$ cat src/rtl/arcade_input_hub.sv
// arcade_input_hub: merges PS/2 keys and two joysticks into per-player button
// vectors. It adds coin-pulse shaping, per-button autofire, DIP-bank loading
// and mod latching from the ioctl download stream.
module arcade_input_hub #(
  parameter int NUM_DIP_BANKS     = 8,
  parameter int NUM_MODS          = 4,
  parameter int COIN_PULSE_CYCLES = 1200000,
  parameter int AUTOFIRE_DIV      = 600000
) (
  input  logic                       clk_sys_i,
  input  logic                       reset_i,
  input  logic [10:0]                ps2_key_i,
  input  logic [15:0]                joy_0_i,
  input  logic [15:0]                joy_1_i,
  input  logic                       ioctl_wr_i,
  input  logic [7:0]                 ioctl_index_i,
  input  logic [24:0]                ioctl_addr_i,
  input  logic [7:0]                 ioctl_dout_i,
  input  logic [3:0]                 autofire_en_i,
  output logic [15:0]                p1_btn_o,
  output logic [15:0]                p2_btn_o,
  output logic [8*NUM_DIP_BANKS-1:0] dip_flat_o,
  output logic [7:0]                 mod_id_o,
  output logic [NUM_MODS-1:0]        mod_onehot_o
);

  localparam int CW  = (COIN_PULSE_CYCLES > 1) ? $clog2(COIN_PULSE_CYCLES) : 1;
  localparam int AFW = (AUTOFIRE_DIV > 1) ? $clog2(AUTOFIRE_DIV) : 1;
  localparam int SH  = $clog2(NUM_DIP_BANKS);
  localparam int BW  = (NUM_DIP_BANKS > 1) ? SH : 1;

  typedef enum logic [1:0] {
    COIN_IDLE  = 2'd0,
    COIN_PULSE = 2'd1,
    COIN_HOLD  = 2'd2
  } coin_state_e;

  // Keyboard state: one register per decoded function, last event wins.
  logic        old_toggle_q, old_toggle_d;
  logic [10:0] key_q [2];
  logic [10:0] key_d [2];
  logic [10:0] raw_s [2];

  coin_state_e    coin_state_q [2];
  coin_state_e    coin_state_d [2];
  logic [CW-1:0]  coin_cnt_q [2];
  logic [CW-1:0]  coin_cnt_d [2];
  logic [1:0]     coin_out_s;

  logic [3:0]     af_phase_q [2];
  logic [3:0]     af_phase_d [2];
  logic [AFW-1:0] af_cnt_q [2][4];
  logic [AFW-1:0] af_cnt_d [2][4];
  logic [3:0]     fire_out_s [2];

  logic [15:0]    btn_q [2];
  logic [15:0]    btn_d [2];

  // Configuration is not reset: it must survive the reset that covers ROM download.
  logic [7:0]          dip_q [NUM_DIP_BANKS] = '{default: 8'd0};
  logic [7:0]          mod_id_q = 8'd0;
  logic [NUM_MODS-1:0] mod_onehot_q = NUM_MODS'(1);
  logic [NUM_MODS-1:0] mod_onehot_d;
  logic                dip_we_s;
  logic                mod_we_s;
  logic [BW-1:0]       bank_s;

  logic unused_inputs;
  assign unused_inputs = ^{ps2_key_i[8], joy_0_i[15:11], joy_1_i[15:11]};

  // Decode a PS/2 event (toggle edge) into the per-player key registers.
  always_comb begin
    old_toggle_d = old_toggle_q;
    key_d[0]     = key_q[0];
    key_d[1]     = key_q[1];
    if (ps2_key_i[10] != old_toggle_q) begin
      old_toggle_d = ps2_key_i[10];
      case (ps2_key_i[7:0])
        8'h75:        key_d[0][3]  = ps2_key_i[9];
        8'h72:        key_d[0][2]  = ps2_key_i[9];
        8'h6B:        key_d[0][1]  = ps2_key_i[9];
        8'h74:        key_d[0][0]  = ps2_key_i[9];
        8'h14:        key_d[0][4]  = ps2_key_i[9];
        8'h11:        key_d[0][5]  = ps2_key_i[9];
        8'h29:        key_d[0][6]  = ps2_key_i[9];
        8'h12:        key_d[0][7]  = ps2_key_i[9];
        8'h05, 8'h16: key_d[0][8]  = ps2_key_i[9];
        8'h06, 8'h1E: key_d[0][9]  = ps2_key_i[9];
        8'h2E:        key_d[0][10] = ps2_key_i[9];
        8'h2D:        key_d[1][3]  = ps2_key_i[9];
        8'h2B:        key_d[1][2]  = ps2_key_i[9];
        8'h23:        key_d[1][1]  = ps2_key_i[9];
        8'h34:        key_d[1][0]  = ps2_key_i[9];
        8'h36:        key_d[1][10] = ps2_key_i[9];
        default:      key_d[0]     = key_q[0];
      endcase
    end else begin
      old_toggle_d = old_toggle_q;
    end
  end

  assign raw_s[0] = key_q[0] | joy_0_i[10:0];
  assign raw_s[1] = key_q[1] | joy_1_i[10:0];

  // Coin shaper: one fixed-length pulse per press, then wait for release.
  always_comb begin
    for (int p = 0; p < 2; p++) begin
      coin_state_d[p] = coin_state_q[p];
      coin_cnt_d[p]   = coin_cnt_q[p];
      case (coin_state_q[p])
        COIN_IDLE: begin
          if (raw_s[p][10]) begin
            coin_state_d[p] = COIN_PULSE;
            coin_cnt_d[p]   = CW'(COIN_PULSE_CYCLES - 1);
          end else begin
            coin_state_d[p] = COIN_IDLE;
          end
        end
        COIN_PULSE: begin
          if (coin_cnt_q[p] == {CW{1'b0}}) begin
            coin_state_d[p] = raw_s[p][10] ? COIN_HOLD : COIN_IDLE;
          end else begin
            coin_cnt_d[p] = coin_cnt_q[p] - CW'(1);
          end
        end
        COIN_HOLD: begin
          if (!raw_s[p][10]) begin
            coin_state_d[p] = COIN_IDLE;
          end else begin
            coin_state_d[p] = COIN_HOLD;
          end
        end
        default: coin_state_d[p] = COIN_IDLE;
      endcase
      // Output follows the next state so a joystick coin shows after one cycle.
      coin_out_s[p] = (coin_state_d[p] == COIN_PULSE);
    end
  end

  // Autofire: phase starts high on press and flips every AUTOFIRE_DIV cycles.
  always_comb begin
    for (int p = 0; p < 2; p++) begin
      af_phase_d[p] = af_phase_q[p];
      fire_out_s[p] = 4'b0000;
      for (int b = 0; b < 4; b++) begin
        af_cnt_d[p][b] = af_cnt_q[p][b];
        if (autofire_en_i[b] && raw_s[p][4+b]) begin
          fire_out_s[p][b] = af_phase_q[p][b];
          if (af_cnt_q[p][b] == {AFW{1'b0}}) begin
            af_cnt_d[p][b]   = AFW'(AUTOFIRE_DIV - 1);
            af_phase_d[p][b] = ~af_phase_q[p][b];
          end else begin
            af_cnt_d[p][b] = af_cnt_q[p][b] - AFW'(1);
          end
        end else begin
          fire_out_s[p][b] = raw_s[p][4+b];
          af_cnt_d[p][b]   = AFW'(AUTOFIRE_DIV - 1);
          af_phase_d[p][b] = 1'b1;
        end
      end
    end
  end

  // Assemble the next button vectors from the merged and shaped inputs.
  always_comb begin
    for (int p = 0; p < 2; p++) begin
      btn_d[p] = {5'd0, coin_out_s[p], raw_s[p][9:8], fire_out_s[p], raw_s[p][3:0]};
    end
  end

  // Input-path state; release of reset must not see a spurious key event.
  always_ff @(posedge clk_sys_i) begin
    if (reset_i) begin
      old_toggle_q <= ps2_key_i[10];
      for (int p = 0; p < 2; p++) begin
        key_q[p]        <= 11'd0;
        coin_state_q[p] <= COIN_IDLE;
        coin_cnt_q[p]   <= {CW{1'b0}};
        af_phase_q[p]   <= 4'b1111;
        btn_q[p]        <= 16'd0;
        for (int b = 0; b < 4; b++) begin
          af_cnt_q[p][b] <= AFW'(AUTOFIRE_DIV - 1);
        end
      end
    end else begin
      old_toggle_q <= old_toggle_d;
      for (int p = 0; p < 2; p++) begin
        key_q[p]        <= key_d[p];
        coin_state_q[p] <= coin_state_d[p];
        coin_cnt_q[p]   <= coin_cnt_d[p];
        af_phase_q[p]   <= af_phase_d[p];
        btn_q[p]        <= btn_d[p];
        for (int b = 0; b < 4; b++) begin
          af_cnt_q[p][b] <= af_cnt_d[p][b];
        end
      end
    end
  end

  assign dip_we_s = ioctl_wr_i && (ioctl_index_i == 8'd254) &&
                    ((ioctl_addr_i >> SH) == 25'd0);
  assign mod_we_s = ioctl_wr_i && (ioctl_index_i == 8'd1);
  assign bank_s   = ioctl_addr_i[BW-1:0];

  // Decode the latched mod id into a one-hot select; out-of-range ids give zero.
  always_comb begin
    mod_onehot_d = {NUM_MODS{1'b0}};
    for (int i = 0; i < NUM_MODS; i++) begin
      mod_onehot_d[i] = (mod_id_q == 8'(i));
    end
  end

  // Download-driven configuration, deliberately written even while reset is high.
  always_ff @(posedge clk_sys_i) begin
    for (int k = 0; k < NUM_DIP_BANKS; k++) begin
      if (dip_we_s && (bank_s == BW'(k))) begin
        dip_q[k] <= ioctl_dout_i;
      end
    end
    if (mod_we_s) begin
      mod_id_q <= ioctl_dout_i;
    end
    mod_onehot_q <= mod_onehot_d;
  end

  // Flatten the DIP banks, byte k at [8k+7:8k].
  always_comb begin
    dip_flat_o = {(8*NUM_DIP_BANKS){1'b0}};
    for (int k = 0; k < NUM_DIP_BANKS; k++) begin
      dip_flat_o[8*k +: 8] = dip_q[k];
    end
  end

  assign p1_btn_o     = btn_q[0];
  assign p2_btn_o     = btn_q[1];
  assign mod_id_o     = mod_id_q;
  assign mod_onehot_o = mod_onehot_q;

endmodule
$ cat config.mk
export PLATFORM = sky130hd
export DESIGN_NAME = arcade_input_hub
export DESIGN_NICKNAME = d
export VERILOG_FILES = /design/src/rtl/arcade_input_hub.sv
export SDC_FILE = /design/constraint.sdc
export NUM_CORES = 1
export LEC_CHECK = 0
export BUFFER_PORTS_ARGS = -buffer_cell sky130_fd_sc_hd__clkbuf_2
export CORE_ASPECT_RATIO = 0.9
export CORE_MARGIN = 1.5
export CORE_UTILIZATION = 45
export DETAILED_ROUTE_END_ITERATION = 8
export GPL_ROUTABILITY_DRIVEN = 0
export PLACE_DENSITY_LB_ADDON = 0.3
export SYNTH_ARGS = -nofsm -noshare
export SYNTH_HDL_FRONTEND = slang
export SYNTH_SLANG_ARGS = --single-unit
$ cat constraint.sdc
create_clock -name clk_sys_i -period 2.3 [get_ports clk_sys_i]
set_input_delay 0.345 -clock clk_sys_i [delete_from_list [all_inputs] [get_ports clk_sys_i]]
set_output_delay 0.345 -clock clk_sys_i [all_outputs]
set_load 0.05 [all_outputs]
==> results.txt, run 1 <==
----------------------------------------------------
[Layout]
  Area grow syn2layout ... 22.1%
  Final standard cell utilization of the core ... 0.563
  Layout net count ... around 1700
  Fill cells ... about 2500
  Number of antenna cells inserted ... 0
  Share of layout cells above drive strength 1 ... 0.203

[Floorplan]
  # rows ... 59
  Core Region ... 29200 um2
  Die area ... 30900 um2
  DIE HEIGHT ... 167 um
  Effective utilization at floorplan ... 0.461
  # IOs ... approximately 200
  Die outline width ... 185 um

[STA]
  Number of hold violations in the final report ... 0
  Setup violation total in the final timing report ... 0
  Final worst clock skew ... 0.0105 ns
  Max-slew headroom ... 0.401
  Pins over their slew limit ... 0
  Unrepaired setup endpoints after global routing ... no
  Maximum clock frequency ... 446 MHz
  Final critical delay including setup and external delays ... 2.24 ns
  Worst-Margin Slew ... 0.897 ns
  Worst Setup Slack, final ... approximately 0.056 ns
  Fraction of the cycle the final worst path needs ... 0.975

[Yosys]
  Post-synth EDFFs ... 73
  Synth Register Bits ... between 300 and 400
  Post-synth top flop ... sky130_fd_sc_hd__dfxtp_1
  Async S/R FF share, synth ... 0
  Synth Warn # ... 0
  Most area-hungry cell type in the Yosys netlist ... sky130_fd_sc_hd__dfxtp_1
  Cell count after synthesis ... 1381
  Mean instance size in the synthesized netlist ... 9.73 um2
  Main area contributors after synthesis ... sky130_fd_sc_hd__dfxtp_1 (38%), sky130_fd_sc_hd__edfxtp_1 (16%), sky130_fd_sc_hd__xnor2_1 (6.7%)
  Post-synthesis cell type count ... 57
  Netlist Area Pre-Place ... 13400 um2
  Post-synth top area share ... 0.381
  Sequential-to-total area share from yosys stat ... 0.544

[Setup path]
  Worst Setup Path Type ... flop to flop
  Arrival time of the worst setup path ... 2.69 ns
  Cell family with most CP delay ... simple AND/OR/NAND/NOR gates
  Buf+Inv Stages, Crit Path ... 0
  Critical Path, Cell by Cell ... or3_4, or4b_2, or4b_4, and2_4, nand2_1
  Slowest-stage cell, CP ... sky130_fd_sc_hd__or4b_2
  Delay contributed by the slowest stage of the critical path ... 0.64 ns
  Startpoint class of the critical path ... flop
  Maximum fanout along the worst path ... 13
  Required @ worst endpoint ... 2.74 ns
  CP Capture Type ... flop

[Routing]
  Detailed Route WL ... about 29000 um
  Post-DR vias/cell ... 5.06
  TritonRoute pass-1 iters ... 5
  Number of DRC violations after detailed routing ... 0
  Number of nets with antenna violations after detailed routing ... 0
  First DRT Iteration DRCs ... about 500
  Average routed wire per standard cell ... 13.9 um
  Post-Route M1 WL ... 13500 um
  Via Count ... 10372
  Detailed-routed wire length on met3 ... 1280 um
  Met2 layer wire length in the routed design ... between 10000 and 15000 um
  Highest metal layer used by the detailed router ... met4

[Power and ir drop]
  Power density cells ... between 700 and 800 nW/um2
  Overall power of the completed layout ... 0.0126 W
  P_leak ... 6.24 nW
  Peak supply drop ... about 0.48 mV

[Place]
  Placed wire-length estimate ... 20400 um
  Port-buffer cells ... 177
  Place WS ... -0.241 ns

[Clocking]
  Clock sink count ... 329
  TritonCTS clock tree ... done
  Number of buffers added to fix hold violations after cts ... 0
  Maximum clock insertion buffer count ... 3
  Number of buffers created by CTS ... 35
  Clk pin slew, worst setup/hold paths ... approximately 0.060 ns
  CTS root buf ... sky130_fd_sc_hd__clkbuf_16
  Skew-Pair Late Insertion Delay ... 0.50 ns
  H-tree depth ... 2

[Global route]
  Number of global-route vias before repair ... 9921
  Global-route wire length before repair ... 47200 um
  Antenna violations before repair ... 0
  Total GRT Usage ... 0.185
  Maximum number of pins on one net before global-route repair ... 62
  Total congestion overflow after global routing ... 0

[Min path]
  Min-Delay Path Class ... input port to flop

[Job]
  Max-cap viol count ... 0

[Outcome]
  Outcome ... finished, final reports clean

----------------------------------------------------
==> cell usage in the layout, fill, tap and decap left out, types with 7 or more instances in the layout <==
master and instances:
sky130_fd_sc_hd__clkbuf_2 177, sky130_fd_sc_hd__clkbuf_1 7, sky130_fd_sc_hd__nor2_1 204, sky130_fd_sc_hd__or3_1 21, sky130_fd_sc_hd__nor4b_1 8, sky130_fd_sc_hd__clkbuf_16 38
sky130_fd_sc_hd__nand2b_1 17, sky130_fd_sc_hd__inv_1 26, sky130_fd_sc_hd__or4_1 11, sky130_fd_sc_hd__nand4b_1 10, sky130_fd_sc_hd__ha_1 18, sky130_fd_sc_hd__nand4_1 26
sky130_fd_sc_hd__nand2_1 160, sky130_fd_sc_hd__xnor2_1 103, sky130_fd_sc_hd__nand3b_1 7, sky130_fd_sc_hd__nor4_1 50, sky130_fd_sc_hd__a21oi_1 41, sky130_fd_sc_hd__conb_1 10
sky130_fd_sc_hd__or2_2 7, sky130_fd_sc_hd__buf_4 69, sky130_fd_sc_hd__nand3_1 33, sky130_fd_sc_hd__dfxtp_1 256, sky130_fd_sc_hd__nor2b_1 15, sky130_fd_sc_hd__xor2_1 54
sky130_fd_sc_hd__nor3_1 72, sky130_fd_sc_hd__mux2i_1 17, sky130_fd_sc_hd__and2_1 8, sky130_fd_sc_hd__edfxtp_1 73, sky130_fd_sc_hd__o21ai_0 16, sky130_fd_sc_hd__and3_1 13
==> per-stage QoR <==
| step | hold WS (ns) | instances | instance area (um2) | TNS [ns] |
|---|---|---|---|---|
| CTS | 0.0244 | 2049 | 16300 | 0 |
| finish | 0.0440 | 2050 | 16400 | 0 |
| global placement | 0.381 | 1989 | 15200 | -11.24 |
| global route | 0.0298 | 2050 | 16400 | 0 |
| detailed placement | 0.388 | 1989 | 15200 | -12.03 |
| floorplan | 0.371 | 1390 | 13500 | 0 |
==> sequential cells by signal (all words and copies together), names as in the netlist <==
signal        count
key_q            16
old_toggle_q      1
coin_cnt_q       42
btn_q            22
mod_onehot_o      4
coin_state_q      4
mod_id_o          8
af_phase_q        8
af_cnt_q        160
dip_q            64
==> per-layer routing <==
layer  track usage  vias to the layer above
met3        0.0291                       33
met2         0.315                      232
met1         0.243                     4826
li1              -                     5281
met4        0.0463                        0
met5             0                        -
==> synthesized netlist by cell type, types with 26 or more instances <==
cell type and instances:
sky130_fd_sc_hd__nor3_1 73, sky130_fd_sc_hd__a21oi_1 43, sky130_fd_sc_hd__xor2_1 54, sky130_fd_sc_hd__xnor2_1 103
sky130_fd_sc_hd__nand4_1 26, sky130_fd_sc_hd__nor4_1 52, sky130_fd_sc_hd__dfxtp_1 256, sky130_fd_sc_hd__edfxtp_1 73
sky130_fd_sc_hd__nand3_1 33, sky130_fd_sc_hd__nand2_1 162, sky130_fd_sc_hd__inv_1 26, sky130_fd_sc_hd__nor2_1 205
==> cells by family after synthesis <==
family / count (synthesis) / synth area share
XOR/XNOR: 157 / 0.102
other: 1 / 0.000279
buffers and inverters: 68 / 0.0231
AO/OA/AOI/OAI: 96 / 0.0436
AND/OR/NAND/NOR: 694 / 0.256
adder cells (fa/ha/maj): 18 / 0.0168
flip-flops: 329 / 0.544
multiplexers: 18 / 0.0135
==> layout make-up <==
cell class                 count  area [um2]  area share
tap                          396         495      0.0302
timing repair buffer         246        1400      0.0855
sequential                   329        7320       0.446
clock buffer                  51        1060      0.0646
inverter                      26        97.6     0.00595
clock inverter                 9        95.1     0.00579
multi-input combinational    993        5950       0.362
==> power by group <==
part | switching (W) | total (W) | internal, W
clock network | 0.00219 | 0.00560 | 0.00341
logic | 0.000546 | 0.000887 | 0.000341
registers | 0.0000730 | 0.00607 | 0.00599
==> path summary, 6_finish.rpt <==
kind / startpoint / cells after the start / to / slack (ns)
worst min register to register: af_cnt_q[1][40]$_SDFF_PP1_ / 1 / af_cnt_q[1][40]$_SDFF_PP1_ / 0.40
worst max-delay path: af_cnt_q[1][77]$_SDFF_PP0_ / 5 / af_cnt_q[1][79]$_SDFF_PP1_ / 0.06
worst max register to register: af_cnt_q[1][77]$_SDFF_PP0_ / 5 / af_cnt_q[1][79]$_SDFF_PP1_ / 0.06
worst min-delay path: joy_1_i[9] / 2 / btn_q[0][20]$_SDFF_PP0_ / 0.04
==> repair_timing <==
item                                    CTS  global route
pin swaps                                 0             3
endpoints found under the setup margin   10            95
setup buffers                             0             1
resized for setup                         3            17
Note: power is estimated with default switching activity, not from simulation.
==> inputs of run 2 (changes only) <==
Settings changed: CORE_ASPECT_RATIO 0.9 to 1.2, CORE_UTILIZATION 45 to 40.
==> results.txt, run 2 (synthesis gave the netlist of run 1 again) <==
----------------------------------------------------
[Routing]
  Number of DRC violations after detailed routing ... 0 (unchanged)
  TritonRoute pass-1 iters ... 5 (unchanged)
  Average routed wire per standard cell ... 13.5 um (-2.8%)
  Detailed-routed wire length on met3 ... 1500 um (+17%)
  Via Count ... 10348 (-0.23%)
  First DRT Iteration DRCs ... 503 (-0.59%)
  Met2 layer wire length in the routed design ... 13900 um (+3.8%)
  Number of nets with antenna violations after detailed routing ... 0 (unchanged)
  Highest metal layer used by the detailed router ... met5
  Detailed Route WL ... 28500 um (-0.36%)
  Post-Route M1 WL ... 12500 um (-7.5%)
  Post-DR vias/cell ... 4.92 (-2.7%)

[Clocking]
  H-tree depth ... 2 (unchanged)
  Number of buffers added to fix hold violations after cts ... 0 (unchanged)
  Clk pin slew, worst setup/hold paths ... 0.06 ns (about the same)
  Clock sink count ... 329 (unchanged)
  TritonCTS clock tree ... done
  Number of buffers inserted to repair setup after CTS ... 0 (unchanged)
  CTS root buf ... sky130_fd_sc_hd__clkbuf_16
  Maximum clock insertion buffer count ... 3 (unchanged)
  Skew-Pair Late Insertion Delay ... 0.52 ns (+0.02 ns)
  Number of buffers created by CTS ... 35 (unchanged)

[Layout]
  Area grow syn2layout ... 22.1% (about the same)
  Area of the multi-input gates ... 5930 um2 (-0.32%)
  Largest reg by FF count ... af_cnt_q
  Share of layout cells above drive strength 1 ... 0.199 (-0.00387)
  Most common cell after layout, fill and taps aside ... sky130_fd_sc_hd__dfxtp_1
  Combined flip-flop and latch cell area ... 7320 um2 (about the same)
  Largest register FFs ... 160 (unchanged)
  Top Registers ... af_cnt_q (160), dip_q (64), coin_cnt_q (42)
  Post-route insts no fill ... 2102 (+2.5%)
  Layout net count ... 1736 (-0.23%)
  Most frequent cells in the layout ... sky130_fd_sc_hd__dfxtp_1 (254), sky130_fd_sc_hd__nor2_1 (204), sky130_fd_sc_hd__clkbuf_2 (177), sky130_fd_sc_hd__nand2_1 (160), sky130_fd_sc_hd__xnor2_1 (103)
  Fill cells ... 3084 (+21%)

[Setup path]
  Delay contributed by the slowest stage of the critical path ... 0.58 ns (-0.06 ns)
  Arrival time of the worst setup path ... 2.65 ns (-0.04 ns)
  Slowest-stage cell, CP ... sky130_fd_sc_hd__or4b_4
  Most numerous cell on the critical path ... sky130_fd_sc_hd__or4_4
  Worst Setup Path Type ... flop to flop
  Required @ worst endpoint ... 2.69 ns (-0.05 ns)
  CP Capture Type ... flop
  Critical Path, Cell by Cell ... or4_4, or4_4, or4b_4, xor2_1, nand2_1
  Maximum fanout along the worst path ... 4 (-9)
  Startpoint class of the critical path ... flop

[Floorplan]
  # rows ... 73 (+24%)
  Die outline width ... 170 um (-8.0%)
  Die area ... 34700 um2 (+12%)
  Core Region ... 33200 um2 (+14%)
  Effective utilization at floorplan ... 0.405 (-0.0556)
  # IOs ... 199 (unchanged)
  DIE HEIGHT ... 204 um (+22%)

[STA]
  Max-slew headroom ... 0.360 (-0.0410)
  Unrepaired setup endpoints after global routing ... yes
  Fraction of the cycle the final worst path needs ... 0.986 (+0.0108)
  Number of hold violations in the final report ... 0 (unchanged)
  Setup violation total in the final timing report ... 0 (unchanged)
  Pins over their slew limit ... 0 (unchanged)
  Post-route setup TNS ... 0 ns (unchanged)
  Final critical delay including setup and external delays ... 2.27 ns (+0.0248 ns)
  Maximum clock frequency ... 441 MHz (-1.1%)
  Worst-Margin Slew ... 0.960 ns (+0.0634 ns)
  Final worst clock skew ... 0.0105 ns (-0.0000160 ns)

[Job]
  Max-cap viol count ... 0 (unchanged)

[Power and ir drop]
  P_leak ... 6.21 nW (-0.55%)
  Power density cells ... 757 nW/um2 (-1.0%)
  Peak supply drop ... 0.578 mV (+22%)

[Global route]
  Global-route wire length before repair ... 46500 um (-1.3%)
  Number of global-route vias before repair ... 9874 (-0.47%)
  Total congestion overflow after global routing ... 0 (unchanged)
  Maximum number of pins on one net before global-route repair ... 41 (-34%)
  Antenna violations before repair ... 1 (+1)
  Total GRT Usage ... 0.164 (-0.0205)

[Min path]
  Min-Delay Path Class ... input port to flop

[Place]
  Placed wire-length estimate ... 20500 um (+0.49%)
  Port-buffer cells ... 177 (unchanged)
  Number of instances in the placed design ... 2039 (+2.5%)

[Outcome]
  Outcome ... finished, final reports clean

----------------------------------------------------
==> run 2: cell count changes in the layout (fill, tap and decap cells not counted), moves of 2 or more <==
cell,change
sky130_fd_sc_hd__a2111oi_1,+2
sky130_fd_sc_hd__nor4_1,+2
sky130_fd_sc_hd__buf_4,-5
sky130_fd_sc_hd__nor4_2,-2
sky130_fd_sc_hd__clkbuf_1,+2
sky130_fd_sc_hd__dfxtp_2,+2
sky130_fd_sc_hd__dfxtp_1,-2
sky130_fd_sc_hd__nor4b_2,+2
==> run 2: layout make-up <==
class / instances / area share
clock inverter: 8 / 0.00412
tap: 450 / 0.0343
timing repair buffer: 241 / 0.0833
multi-input combinational: 994 / 0.361
inverter: 26 / 0.00595
sequential: 329 / 0.446
antenna: 1 / 0.000152
clock buffer: 53 / 0.0650
==> run 2: power breakdown <==
part / switching (W) / total [W] / internal (W)
logic: 0.000533 / 0.000856 / 0.000323
clock network: 0.00218 / 0.00549 / 0.00331
registers: 0.0000739 / 0.00607 / 0.00599
==> run 2: final timing paths <==
check | endpoint | start | cells past startpoint | slack [ns]
worst max register to register | af_phase_q[0][4]$_SDFFE_PP1P_ | af_cnt_q[1][71]$_SDFF_PP0_ | 5 | 0.03
worst max-delay path | af_phase_q[0][4]$_SDFFE_PP1P_ | af_cnt_q[1][71]$_SDFF_PP0_ | 5 | 0.03
worst min-delay path | btn_q[0][3]$_SDFF_PP0_ | joy_0_i[3] | 3 | 0.04
worst min register to register | af_cnt_q[1][20]$_SDFF_PP1_ | af_cnt_q[1][20]$_SDFF_PP1_ | 1 | 0.39
==> run 2: timing repair <==
item / CTS / global route
gates cloned: 0 / 1
setup endpoints to repair: 8 / 59
gates resized for setup: 2 / 18
hold endpoints to repair: 0 / 0
pin swaps: 0 / 4
==> run 2: routing by layer <==
metal,up-vias,GRT usage
met5,-,0
met4,2,0.0534
met3,38,0.0323
met2,245,0.299
met1,4781,0.192
li1,5282,-
==> run 2: stage by stage <==
stage	hold WS (ns)	total power [W]	instance area, um2	setup WS, ns	util
after floorplan	0.371	0.00672	13500	0.0126	-
after global placement	0.382	0.00702	15200	-0.0341	0.459
after detailed placement	0.388	0.00703	15200	-0.0495	0.459
after CTS	0.0145	0.0126	16300	0.0225	0.493
after global routing	0.0274	0.0129	16400	-0.0507	0.495
final	0.0395	0.0124	16400	0.0316	0.495
==> run 2: worst max-delay path: cells and delay by family, from the launching register on <==
kind | cells | cell delay, ns
AND/OR/NAND/NOR | 4 | 1.63
XOR/XNOR | 1 | 0.19
flip-flops | 1 | 0.32
